[config.mk]
export PLATFORM = sky130hd
export DESIGN_NAME = ro_freq_counter
export DESIGN_NICKNAME = d
export VERILOG_FILES = /design/src/rtl/ro_freq_counter.sv
export SDC_FILE = /design/constraint.sdc
export NUM_CORES = 1
export LEC_CHECK = 0
export BUFFER_PORTS_ARGS = -buffer_cell sky130_fd_sc_hd__buf_2
export CORE_MARGIN = 3
export CORE_UTILIZATION = 58
export CTS_CLUSTER_SIZE = 14
export DETAILED_ROUTE_END_ITERATION = 8
export GPL_TIMING_DRIVEN = 1
export PLACE_DENSITY = 0.88
export REMOVE_ABC_BUFFERS = 1
export SLEW_MARGIN = 20
export SYNTH_ARGS = -nofsm -noshare
export SYNTH_HDL_FRONTEND = slang
export SYNTH_SLANG_ARGS = --single-unit
[constraint.sdc]
create_clock -name clk -period 2.2 [get_ports clk]
set_input_delay 0.55 -clock clk [delete_from_list [all_inputs] [get_ports clk]]
set_output_delay 0.55 -clock clk [all_outputs]
set_load 0.005 [all_outputs]
[src/rtl/ro_freq_counter.sv]
// Ring-oscillator frequency counter: counts synchronized rising edges of osc_in
// over a fixed window of GATE_CYCLES clk cycles, single-shot or back-to-back.
module ro_freq_counter #(
  parameter int GATE_CYCLES = 1024,
  parameter int CNT_W       = 16,
  parameter int SYNC_STAGES = 2
) (
  input  logic             clk,
  input  logic             rst,
  input  logic             osc_in,
  input  logic             start,
  input  logic             continuous,
  output logic [CNT_W-1:0] count,
  output logic             count_valid,
  output logic             overflow,
  output logic             busy,
  output logic [1:0]       dbg_state
);

  localparam int TW = $clog2(GATE_CYCLES);
  localparam int SW = $clog2(SYNC_STAGES + 1);
  localparam logic [TW-1:0]    TIMER_LOAD  = TW'(GATE_CYCLES - 1);
  localparam logic [SW-1:0]    SETTLE_LOAD = SW'(SYNC_STAGES);
  localparam logic [CNT_W-1:0] CNT_MAX     = '1;

  typedef enum logic [1:0] {IDLE, SETTLE, MEASURE, DONE} state_t;

  state_t               state;
  state_t               state_nxt;
  logic [SYNC_STAGES-1:0] sync_q;
  logic                 delayed_q;
  logic                 osc_edge;
  logic [SW-1:0]        settle_cnt;
  logic [TW-1:0]        timer;
  logic [CNT_W-1:0]     acc;
  logic [CNT_W-1:0]     acc_nxt;
  logic                 sat;
  logic                 sat_nxt;

  // Synchronizer chain plus one delay flop; osc_edge is a one-cycle rise pulse.
  always_ff @(posedge clk) begin
    if (rst) begin
      sync_q    <= '0;
      delayed_q <= 1'b0;
    end else begin
      sync_q    <= {sync_q[SYNC_STAGES-2:0], osc_in};
      delayed_q <= sync_q[SYNC_STAGES-1];
    end
  end

  assign osc_edge = sync_q[SYNC_STAGES-1] & ~delayed_q;

  always_ff @(posedge clk) begin
    if (rst) state <= IDLE;
    else     state <= state_nxt;
  end

  always_comb begin
    state_nxt = state;
    case (state)
      IDLE:    if (start) state_nxt = SETTLE;
      SETTLE:  if (settle_cnt == '0) state_nxt = MEASURE;
      MEASURE: if (timer == '0) state_nxt = DONE;
      DONE:    state_nxt = continuous ? MEASURE : IDLE;
      default: state_nxt = IDLE;
    endcase
  end

  // Saturating accumulate; sat records an edge arriving while already at max.
  always_comb begin
    acc_nxt = acc;
    sat_nxt = sat;
    if (state == MEASURE && osc_edge) begin
      if (acc == CNT_MAX) sat_nxt = 1'b1;
      else                acc_nxt = acc + CNT_W'(1);
    end
  end

  always_ff @(posedge clk) begin
    if (rst) begin
      settle_cnt  <= '0;
      timer       <= '0;
      acc         <= '0;
      sat         <= 1'b0;
      count       <= '0;
      overflow    <= 1'b0;
      count_valid <= 1'b0;
    end else begin
      count_valid <= 1'b0;
      case (state)
        IDLE: begin
          if (start) begin
            acc        <= '0;
            sat        <= 1'b0;
            settle_cnt <= SETTLE_LOAD;
          end
        end
        SETTLE: begin
          if (settle_cnt == '0) timer <= TIMER_LOAD;
          else                  settle_cnt <= settle_cnt - SW'(1);
        end
        MEASURE: begin
          acc <= acc_nxt;
          sat <= sat_nxt;
          // The final-cycle edge is folded in via acc_nxt so it is counted.
          if (timer == '0) begin
            count       <= acc_nxt;
            overflow    <= sat_nxt;
            count_valid <= 1'b1;
          end else begin
            timer <= timer - TW'(1);
          end
        end
        DONE: begin
          if (continuous) begin
            acc   <= '0;
            sat   <= 1'b0;
            timer <= TIMER_LOAD;
          end
        end
        default: ;
      endcase
    end
  end

  assign busy      = (state != IDLE);
  assign dbg_state = state;

endmodule

==> results of run 1 <==
-- worst reg2reg max path: stages, from the launching register on --
cell and delay [ns]:
sky130_fd_sc_hd__dfxtp_1 0.34, sky130_fd_sc_hd__inv_1 0.06, sky130_fd_sc_hd__ha_1 0.20, sky130_fd_sc_hd__or3b_4 0.43
sky130_fd_sc_hd__nor4_4 0.35, sky130_fd_sc_hd__buf_2 0.24, sky130_fd_sc_hd__buf_4 0.13, sky130_fd_sc_hd__o21ai_0 0.07
sky130_fd_sc_hd__nand2_1 0.06, sky130_fd_sc_hd__o21ai_0 0.07
-- cell families (layout without fill, tap and decap cells) --
kind of cell    Yosys count  after routing
compound gates           87             87
xor+xnor                 12             12
fa+ha+maj                 3              3
buf+inv                  27             68
flops                    52             52
mux                       3              3
simple gates            136            136
-- state kept, by name (all words and copies together), names as in the netlist --
| signal | count |
|---|---|
| acc | 16 |
| count | 16 |
| count_valid | 1 |
| dbg_state | 2 |
| delayed_q | 1 |
| overflow | 1 |
| sat | 1 |
| settle_cnt | 2 |
| sync_q | 2 |
| timer | 10 |
-- worst paths after layout --
check | slack, ns | depth (start not counted) | to
hold reg to reg | 0.45 | 1 | sync_q[1]
setup reg to reg | 0.13 | 9 | timer[2]
setup / recovery | 0.13 | 9 | timer[2]
hold / removal | 0.45 | 1 | sync_q[1]
-- routing by layer --
metal / vias to the layer above / part of all wire
li1: 1247 / -
met1: 1172 / 0.46
met2: 86 / 0.48
met3: 11 / 0.054
met4: 0 / 0.012
met5: - / 0
-- cell usage in the layout, fill, tap and decap left out, types with 4 or more instances in the layout --
| cell | Yosys | layout |
|---|---|---|
| sky130_fd_sc_hd__dfxtp_1 | 52 | 52 |
| sky130_fd_sc_hd__nor2_1 | 43 | 43 |
| sky130_fd_sc_hd__buf_2 | 5 | 26 |
| sky130_fd_sc_hd__o21ai_0 | 25 | 25 |
| sky130_fd_sc_hd__buf_4 | 0 | 19 |
| sky130_fd_sc_hd__nand2_1 | 18 | 18 |
| sky130_fd_sc_hd__a211oi_1 | 18 | 18 |
| sky130_fd_sc_hd__a21oi_1 | 17 | 17 |
| sky130_fd_sc_hd__inv_1 | 13 | 13 |
| sky130_fd_sc_hd__nand3_1 | 12 | 12 |
| sky130_fd_sc_hd__nand4_1 | 10 | 10 |
| sky130_fd_sc_hd__or3_1 | 8 | 8 |
| sky130_fd_sc_hd__nor3_1 | 8 | 8 |
| sky130_fd_sc_hd__xnor2_1 | 8 | 8 |
| sky130_fd_sc_hd__nor2b_1 | 7 | 7 |
| sky130_fd_sc_hd__and3_1 | 6 | 6 |
| sky130_fd_sc_hd__a31oi_1 | 6 | 6 |
| sky130_fd_sc_hd__clkbuf_8 | 0 | 6 |
| sky130_fd_sc_hd__nand2b_1 | 5 | 5 |
| sky130_fd_sc_hd__xor2_1 | 4 | 4 |
| sky130_fd_sc_hd__a311oi_1 | 4 | 4 |
-- report_power, final --
part / internal (mW) / leakage [nW] / switching [mW]
Combinational: 0.251 / 0.670 / 0.313
Sequential: 1.02 / 0.422 / 0.0853
Clock: 0.252 / 0.0510 / 0.312
-- cell type report --
type | count | area [um2]
clock buffer | 6 | 82.6
clock inverter | 2 | 10.0
fill | 334 | 1130
inverter | 13 | 48.8
multi-input combinational | 241 | 1460
sequential | 52 | 1040
tap | 50 | 62.6
timing repair buffer | 47 | 304
-- repair_timing --
action | in CTS | in global routing
hold buffers | 0 | 0
setup buffers | 0 | 5
setup endpoints to repair | 0 | 13
gates resized for setup | 0 | 3
==> parameters.txt, run 1 <==
Parameter                              Value

Global route
  Global-route wire length before repair    10.3 mm
  Via count of the first global-routing pass    2219
  Maximum number of pins on one net before global-route repair    37
  Number of antenna violations at the first check in global routing    0
  Met3 Track Usage GR    0.0413
  Total overflow reported by the global router    0
  Global routing met1 resource utilization    0.329
  Global-route total usage across every layer    0.245
  Met2 track utilization from global routing    0.396
  Global route hottest layer    met2

Clock tree
  Root cell of the clock tree    sky130_fd_sc_hd__clkbuf_8
  H-tree depth    2
  Clk sinks    52
  Buffer levels on the longest clock path    2
  Number of buffers created by CTS    5
  Skew-Pair Late Insertion Delay    0.31 ns
  Clk pin slew, worst setup/hold paths    0.09 ns
  TritonCTS clock tree    built

Synthesis
  Commonest cells post-synth    52 x sky130_fd_sc_hd__dfxtp_1, 43 x sky130_fd_sc_hd__nor2_1, 25 x sky130_fd_sc_hd__o21ai_0
  Biggest area contributors in the synthesized netlist    sky130_fd_sc_hd__dfxtp_1 40%, sky130_fd_sc_hd__nor2_1 6.2%, sky130_fd_sc_hd__a211oi_1 5.2%
  Main combinational cell family by area after synthesis    simple AND/OR/NAND/NOR gates
  Top flip-flop cell by instance count after synthesis    sky130_fd_sc_hd__dfxtp_1
  Adder-cell share of the synthesized area    0.0145
  Synth warnings    0
  Syn Inst Count    320
  Compound-Gate Fraction of Synth Area    0.215
  Share of synthesized area spent on multiplexers    0.0121
  Post-synth top area share    0.401
  Async set-or-reset flop fraction in the synthesized netlist    0
  Cell with the most instances after synthesis    sky130_fd_sc_hd__dfxtp_1
  Largest area contributor in the synthesized netlist    sky130_fd_sc_hd__dfxtp_1
  Number of register bits inferred by synthesis    52
  Distinct cell type count after synthesis    45
  Syn Std Cell Area    0.00259 mm2
  Xor/xnor cell area share of the yosys netlist    0.0405
  EDFF count, synth    0
  Post-synthesis share of cell area spent on and, or, nand and nor gates    0.275
  Share of synthesized area occupied by flip-flops and latches    0.401
  Synth Area per Inst    8.11 um2

Final layout
  Count of nets after finishing    368
  Proportion of layout cells with a drive suffix above 1    0.183
  Final cell utilization of the core    0.727
  Final antenna diode count    0
  Filler-free cell count of the finished design    411
  Layout overhead on the synthesized area    16.1%
  Post-route cell area    0.00301 mm2

Drt
  Via count    2516
  Vias per cell    6.12
  DRC    0
  Number of optimization iterations in the first detailed-route pass    5
  Routed len/inst    15.2 um
  DRC marker count from the first detailed-route iteration    302
  Total length of routed wires    6.27 mm
  Antenna violation net count after detailed routing    0

Timing
  Max-slew violation total from the final report    0
  Measured slew at the worst slew-check pin    0.643 ns
  Count of final hold-check violations    0
  Final-layout worst hold slack    0.451 ns
  Share of the cycle needed by the critical path after routing    0.939
  Worst Slack Setup Final    0.135 ns
  Min Clock Period, post-route    2.07 ns
  Max Fclk    0.484 GHz
  Max_slew headroom    0.570
  Final setup skew    0.0115 ns
  Number of setup violations in the final report    0
  Setup_tns    0 ns

Pwr
  Leak Pwr    1.14 nW
  Final Power    2.23 mW
  Peak supply drop    0.680 mV
  Total power density per cell area    741 mW/mm2

Placed design
  Port-buffer cells    25
  Weighted congestion at the end of routability-driven global placement    0.919
  Area after DPL    0.00286 mm2
  Post-placement cell count    397
  Final HPWL from detailed placement    4.30 mm
  Worst slack after detailed placement    0.0546 ns

Setup path
  Worst endpoint data arrival time    2.26 ns
  Worst path top cell family by delay    simple AND/OR/NAND/NOR gates
  Biggest cell delay along the critical path    0.43 ns
  Largest driver fanout on the critical path    5
  Element type at the critical path end    flip-flop
  Crit Path Category    flip-flop to flip-flop
  Critical Path Start    timer[0]
  Total buffers and inverters traversed by the critical path    3
  Cell-by-cell listing of the critical path    inv_1, ha_1, or3b_4, nor4_4, buf_2, buf_4, o21ai_0, nand2_1, o21ai_0
  Crit Reg-Reg Startpoint    timer[0]
  Cell type with the highest occurrence count on the critical path    sky130_fd_sc_hd__o21ai_0
  Startpoint Class    flip-flop
  Data required, critical path    2.40 ns
  Slowest cell on the critical path    sky130_fd_sc_hd__or3b_4

Floorplanning
  Area of the core    0.00414 mm2
  Num rows    23
  Die area    0.00531 mm2
  Vertical die dimension    72.9 um
  Chip Width    72.9 um
  Starting utilization of the core area    0.626
  Number of top-level pins    26

Job
  Max-capacitance violation count    0

Outcome
  Status    complete, no violations

Hold path
  Launch point of the worst hold path    sync_q[0]
  Kind of path behind the tightest hold check    flip-flop to flip-flop
Note: power is estimated with default switching activity, not from simulation.
==> run 2: changes to the inputs <==
--- a/config.mk
+++ b/config.mk
@@ -5,13 +5,14 @@
 export SDC_FILE = /design/constraint.sdc
 export NUM_CORES = 1
 export LEC_CHECK = 0
+export ABC_AREA = 1
 export BUFFER_PORTS_ARGS = -buffer_cell sky130_fd_sc_hd__buf_2
 export CORE_MARGIN = 3
-export CORE_UTILIZATION = 58
+export CORE_UTILIZATION = 53
 export CTS_CLUSTER_SIZE = 14
 export DETAILED_ROUTE_END_ITERATION = 8
 export GPL_TIMING_DRIVEN = 1
-export PLACE_DENSITY = 0.88
+export PLACE_DENSITY = 0.84
 export REMOVE_ABC_BUFFERS = 1
 export SLEW_MARGIN = 20
 export SYNTH_ARGS = -nofsm -noshare
==> constraint.sdc (replaced) <==
create_clock -name clk -period 1.8 [get_ports clk]
set_input_delay 0.45 -clock clk [delete_from_list [all_inputs] [get_ports clk]]
set_output_delay 0.45 -clock clk [all_outputs]
set_load 0.005 [all_outputs]
==> parameters.txt, run 2 <==
Parameter                              Value

Setup path
  Startpoint Class    flip-flop
  Largest driver fanout on the critical path    6
  Worst r2r path cells    12
  Element type at the critical path end    flip-flop
  Data required, critical path    2.01 ns
  Reg-to-reg slack, setup    0.13 ns
  Worst endpoint data arrival time    1.88 ns
  Cell type with the highest occurrence count on the critical path    sky130_fd_sc_hd__nand2_1
  Total buffers and inverters traversed by the critical path    2
  Cell-by-cell listing of the critical path    nand2_1, nor2_2, nand2_1, nor2_4, buf_4, nor2_1, nand2_1, nand2_1, nand2_1, nand2_1, nand2_1, inv_1
  Crit Path Category    flip-flop to flip-flop
  Slowest cell on the critical path    sky130_fd_sc_hd__dfxtp_1
  Worst path top cell family by delay    simple AND/OR/NAND/NOR gates
  Crit path depth    12
  Biggest cell delay along the critical path    0.41 ns

Pwr
  Peak supply drop    0.832 mV
  Final Power    3.91 mW
  Total power density per cell area    1240 mW/mm2
  Leak Pwr    1.35 nW

Final layout
  Post-route cell area    0.00316 mm2
  Proportion of layout cells with a drive suffix above 1    0.193
  Final cell utilization of the core    0.643
  Filler-free cell count of the finished design    512
  Layout overhead on the synthesized area    12.9%
  Most frequent cells in the layout    97 x sky130_fd_sc_hd__nand2_1, 49 x sky130_fd_sc_hd__inv_1, 47 x sky130_fd_sc_hd__dfxtp_1
  Registers with the highest flip-flop counts    acc (16), count (16), timer (10)
  Final antenna diode count    0
  Fill count    436
  Most common library cell in the layout ignoring fill and taps    sky130_fd_sc_hd__nand2_1
  Count of nets after finishing    452

Floorplanning
  Starting utilization of the core area    0.570
  Number of top-level pins    26
  Chip Width    78.7 um
  Vertical die dimension    78.7 um
  Die area    0.00619 mm2
  Num rows    25
  Area of the core    0.00491 mm2

Global route
  Via count of the first global-routing pass    2462
  Maximum number of pins on one net before global-route repair    33
  Global-route total usage across every layer    0.215
  Total overflow reported by the global router    0
  Global-route wire length before repair    10.8 mm
  Number of antenna violations at the first check in global routing    0

Synthesis
  Async set-or-reset flop fraction in the synthesized netlist    0
  EDFF count, synth    0
  Cell with the most instances after synthesis    sky130_fd_sc_hd__nand2_1
  Largest area contributor in the synthesized netlist    sky130_fd_sc_hd__dfxtp_1
  Biggest area contributors in the synthesized netlist    sky130_fd_sc_hd__dfxtp_1 37%, sky130_fd_sc_hd__nand2_1 13%, sky130_fd_sc_hd__nand3_1 7.7%
  Synth Area per Inst    6.77 um2
  Syn Inst Count    413
  Commonest cells post-synth    97 x sky130_fd_sc_hd__nand2_1, 52 x sky130_fd_sc_hd__dfxtp_1, 49 x sky130_fd_sc_hd__inv_1
  Post-synth top area share    0.372
  Distinct cell type count after synthesis    32
  Synth warnings    0
  Number of register bits inferred by synthesis    52
  Top flip-flop cell by instance count after synthesis    sky130_fd_sc_hd__dfxtp_1
  Syn Std Cell Area    0.00280 mm2
  Share of synthesized area occupied by flip-flops and latches    0.372

Outcome
  Violations in the final reports    DRC
  Status    finished, violations left

Clock tree
  TritonCTS clock tree    built
  Buffer levels on the longest clock path    2
  Skew-Pair Late Insertion Delay    0.31 ns
  Hold-fix buffers at CTS    0
  H-tree depth    2
  Clk sinks    52
  Number of buffers created by CTS    5
  Root cell of the clock tree    sky130_fd_sc_hd__clkbuf_8
  Clk pin slew, worst setup/hold paths    0.10 ns

Timing
  Worst Slack Setup Final    0.130 ns
  Share of the cycle needed by the critical path after routing    0.928
  Max_slew headroom    0.608
  Count of final hold-check violations    0
  Final-layout worst hold slack    0.332 ns
  Number of setup violations in the final report    0
  Final setup skew    0.00671 ns
  Max Fclk    0.599 GHz
  Measured slew at the worst slew-check pin    0.587 ns
  Setup_tns    0 ns
  Max-slew violation total from the final report    0
  Min Clock Period, post-route    1.67 ns

Placed design
  Port-buffer cells    25
  Post-placement cell count    495
  Final HPWL from detailed placement    4.29 mm
  Worst slack after detailed placement    0.0805 ns
  Weighted congestion at the end of routability-driven global placement    0.898
  Area after DPL    0.00296 mm2

Hold path
  Kind of path behind the tightest hold check    input port to flip-flop
  Hold path depth    3

Drt
  Total length of routed wires    6.57 mm
  Routed met1 length    2.85 mm
  Vias per cell    5.36
  Routed len/inst    12.8 um
  Met3 routed wirelength    381 um
  Met2 WL post-DR    3.22 mm
  Antenna violation net count after detailed routing    0
  DRC    2
  Via count    2742
  Number of optimization iterations in the first detailed-route pass    8
  Topmost layer with routed signal wires    met4
  DRC marker count from the first detailed-route iteration    183

Job
  Max-capacitance violation count    0
run 2: timing repair:
action / in CTS / in global routing
setup endpoints to repair: 0 / 32
resized for setup: 0 / 15
buffers inserted: 0 / 9
run 2: worst paths after layout:
path / start / endpoint
worst min-delay path: osc_in / sync_q[0]
worst max-delay path: acc[14] / count[0]
worst max register to register: acc[14] / count[0]
worst min register to register: sync_q[0] / sync_q[1]
run 2: area by class of cell:
type | instances | area (um2) | share of cell area
clock buffers | 5 | 68.8 | 0.0218
clock inverters | 3 | 18.8 | 0.00594
inverters | 54 | 210 | 0.0666
multi-input cells | 292 | 1470 | 0.466
flip-flops and latches | 52 | 1050 | 0.332
well taps | 67 | 83.8 | 0.0265
repair buffers | 39 | 259 | 0.0820
run 2: logic make-up (layout without fill, tap and decap cells):
kind of cell,after synthesis,count (layout),share of synthesized area
AOI/OAI and AO/OA,71,71,0.137
adders and majority gates,3,3,0.0134
buffers and inverters,69,101,0.107
DFF,52,52,0.372
and+or+nand+nor,218,218,0.371
run 2: power by group:
group          internal (mW)  switching [mW]
clock                  0.272           0.399
combinational          0.671            1.10
sequential              1.34           0.137
total                   2.28            1.63
run 2: routing by layer:
metal  global-route usage  up-vias
li1                     -     1386
met1                0.265     1250
met2                0.377       93
met3               0.0390       13
met4               0.0664        0
met5                    0        -
run 2: worst register-to-register path: stages, from the launching register on:
cell,delay [ns]
sky130_fd_sc_hd__dfxtp_1,0.41
sky130_fd_sc_hd__nand2_1,0.11
sky130_fd_sc_hd__nor2_2,0.18
sky130_fd_sc_hd__nand2_1,0.12
sky130_fd_sc_hd__nor2_4,0.19
sky130_fd_sc_hd__buf_4,0.17
sky130_fd_sc_hd__nor2_1,0.06
sky130_fd_sc_hd__nand2_1,0.05
sky130_fd_sc_hd__nand2_1,0.08
sky130_fd_sc_hd__nand2_1,0.07
sky130_fd_sc_hd__nand2_1,0.04
sky130_fd_sc_hd__nand2_1,0.05
sky130_fd_sc_hd__inv_1,0.04
==> run 3: changes to the inputs <==
--- a/config.mk
+++ b/config.mk
@@ -5,14 +5,14 @@
 export SDC_FILE = /design/constraint.sdc
 export NUM_CORES = 1
 export LEC_CHECK = 0
-export ABC_AREA = 1
+export ABC_AREA = 0
 export BUFFER_PORTS_ARGS = -buffer_cell sky130_fd_sc_hd__buf_2
 export CORE_MARGIN = 3
 export CORE_UTILIZATION = 53
 export CTS_CLUSTER_SIZE = 14
 export DETAILED_ROUTE_END_ITERATION = 8
 export GPL_TIMING_DRIVEN = 1
-export PLACE_DENSITY = 0.84
+export PLACE_DENSITY = 0.85
 export REMOVE_ABC_BUFFERS = 1
 export SLEW_MARGIN = 20
 export SYNTH_ARGS = -nofsm -noshare
==> parameters.txt, run 3 (synthesized netlist as in run 1, its figures left out) <==
Parameter                              Value

Global route
  Maximum number of pins on one net before global-route repair    25
  Number of antenna violations at the first check in global routing    0
  Via count of the first global-routing pass    2610
  Global-route total usage across every layer    0.260
  Global-route wire length before repair    12.5 mm
  Total overflow reported by the global router    0

Clock tree
  H-tree depth    2
  Clk sinks    52
  Buffer levels on the longest clock path    2
  Hold-fix buffers at CTS    0
  TritonCTS clock tree    built
  Skew-Pair Late Insertion Delay    0.32 ns
  Number of buffers created by CTS    5
  Root cell of the clock tree    sky130_fd_sc_hd__clkbuf_8
  Clk pin slew, worst setup/hold paths    0.09 ns

Final layout
  Most common library cell in the layout ignoring fill and taps    sky130_fd_sc_hd__buf_4
  Count of nets after finishing    412
  Final antenna diode count    0
  Most frequent cells in the layout    57 x sky130_fd_sc_hd__buf_4, 46 x sky130_fd_sc_hd__dfxtp_1, 27 x sky130_fd_sc_hd__nor2_1
  Layout overhead on the synthesized area    42.4%
  Final cell utilization of the core    0.815
  Registers with the highest flip-flop counts    acc (16), count (16), timer (10)
  Proportion of layout cells with a drive suffix above 1    0.400
  Multi-input gate area in the final layout    0.00169 mm2
  Area used by sequential logic in the layout    0.00105 mm2
  Fill count    243
  Filler-free cell count of the finished design    470

Outcome
  Status    finished, violations left
  Violations in the final reports    setup timing

Pwr
  Peak supply drop    0.663 mV
  Leak Pwr    1.44 nW
  Total power density per cell area    873 mW/mm2

Timing
  Final-layout worst hold slack    0.340 ns
  Max_slew headroom    0.682
  Worst Slack Setup Final    -0.108 ns
  Min Clock Period, post-route    1.91 ns
  Number of setup violations in the final report    25
  Count of final hold-check violations    0
  Final setup skew    0.00646 ns
  Max-slew violation total from the final report    0
  Share of the cycle needed by the critical path after routing    1.06
  Unrepaired setup endpoints after global routing    true
  Measured slew at the worst slew-check pin    0.475 ns
  Max Fclk    0.524 GHz

Drt
  Antenna violation net count after detailed routing    0
  DRC marker count from the first detailed-route iteration    325
  Via count    2951
  Number of optimization iterations in the first detailed-route pass    7
  Vias per cell    6.28
  Total length of routed wires    8.41 mm
  Routed len/inst    17.9 um
  DRC    0

Placed design
  Worst slack after detailed placement    -0.186 ns
  Port-buffer cells    25
  Post-placement cell count    451
  Final HPWL from detailed placement    4.61 mm
  Weighted congestion at the end of routability-driven global placement    0.889

Setup path
  Crit path capture    timer[9]
  Crit Reg-Reg Startpoint    timer[0]
  Crit Path Category    flip-flop to flip-flop
  Largest driver fanout on the critical path    3
  Reg-to-reg slack, setup    -0.11 ns
  Capture instance of the worst register-to-register path    timer[9]
  Data required, critical path    2.05 ns
  Worst r2r path cells    5
  Worst endpoint data arrival time    2.16 ns
  Critical Path Start    timer[0]
  Startpoint Class    flip-flop
  Element type at the critical path end    flip-flop

Job
  Max-capacitance violation count    0

Floorplanning
  Area of the core    0.00453 mm2
  Vertical die dimension    76.0 um
  Num rows    24
  Die area    0.00577 mm2
  Chip Width    76.0 um
  Number of top-level pins    26
  Starting utilization of the core area    0.572

Hold path
  Kind of path behind the tightest hold check    input port to flip-flop
[run 3: cell count changes in the layout (fill, tap and decap cells not counted), moves of 6 or more]
cell and change:
sky130_fd_sc_hd__a211oi_2 +13, sky130_fd_sc_hd__a21oi_1 -22, sky130_fd_sc_hd__a31oi_1 +6, sky130_fd_sc_hd__buf_4 +46, sky130_fd_sc_hd__inv_1 -38, sky130_fd_sc_hd__nand2_1 -79, sky130_fd_sc_hd__nand3_1 -32, sky130_fd_sc_hd__nand3_2 -9
sky130_fd_sc_hd__nand4_1 +7, sky130_fd_sc_hd__nor2_1 -13, sky130_fd_sc_hd__nor2b_1 +6, sky130_fd_sc_hd__o21bai_1 -6, sky130_fd_sc_hd__or3_1 +7, sky130_fd_sc_hd__xnor2_1 +8
[run 3: cell type report]
| cell class | count | share of cell area |
|---|---|---|
| clock inverter | 2 | 0.00949 |
| timing repair buffer | 91 | 0.192 |
| inverter | 13 | 0.0132 |
| sequential | 52 | 0.285 |
| clock buffer | 6 | 0.0196 |
| multi-input combinational | 241 | 0.459 |
| tap | 65 | 0.0220 |
[run 3: critical path, cell delays in order (launching register included)]
cell	delay, ns
sky130_fd_sc_hd__dfxtp_2	0.34
sky130_fd_sc_hd__or3_4	0.38
sky130_fd_sc_hd__or2_1	0.27
sky130_fd_sc_hd__or3_4	0.34
sky130_fd_sc_hd__or3_1	0.35
sky130_fd_sc_hd__a31oi_1	0.17
[run 3: worst min-delay path by stage]
| stage | start | end | slack, ns | cells past startpoint |
|---|---|---|---|---|
| 2_1_floorplan | sync_q[0] | sync_q[1] | 0.41 | 1 |
| 3_5_place_dp | sync_q[0] | sync_q[1] | 0.42 | 1 |
| 3_3_place_gp | sync_q[0] | sync_q[1] | 0.42 | 1 |
| 6_report | osc_in | sync_q[0] | 0.34 | 2 |
| 5_1_grt | osc_in | sync_q[0] | 0.34 | 2 |
| 4_1_cts | osc_in | sync_q[0] | 0.35 | 2 |
[run 3: timing repair]
| item | CTS | global route |
|---|---|---|
| pin swaps | 24 | 13 |
| gates cloned | 2 | 0 |
| setup endpoints to repair | 28 | 40 |
| setup buffers | 6 | 5 |
| hold endpoints to repair | 0 | 0 |
| resized for setup | 39 | 39 |
[run 3: where the power goes]
| group | internal, mW | total [mW] | switching (mW) |
|---|---|---|---|
| Sequential | 1.25 | 1.33 | 0.0874 |
| Combinational | 0.524 | 1.08 | 0.558 |
| Clock | 0.413 | 0.806 | 0.393 |
[run 3: layer usage]
layer	GRT usage	wire length, um	vias up	share of wire
met5	0	0	-	0
met4	0.0960	376	0	0.045
met3	0.0557	784	54	0.093
met2	0.409	3830	202	0.45
met1	0.353	3430	1356	0.41
li1	-	-	1339	-
[run 3: per-stage QoR]
step / instance area (um2) / power, mW / TNS [ns]
global placement: 3190 / 2.13 / -1.08
CTS: 3540 / 3.05 / -1.21
global route: 3690 / 3.37 / -2.92
detailed placement: 3190 / 2.16 / -2.43
floorplan: 2530 / 1.78 / -41.80
finish: 3690 / 3.22 / -1.56
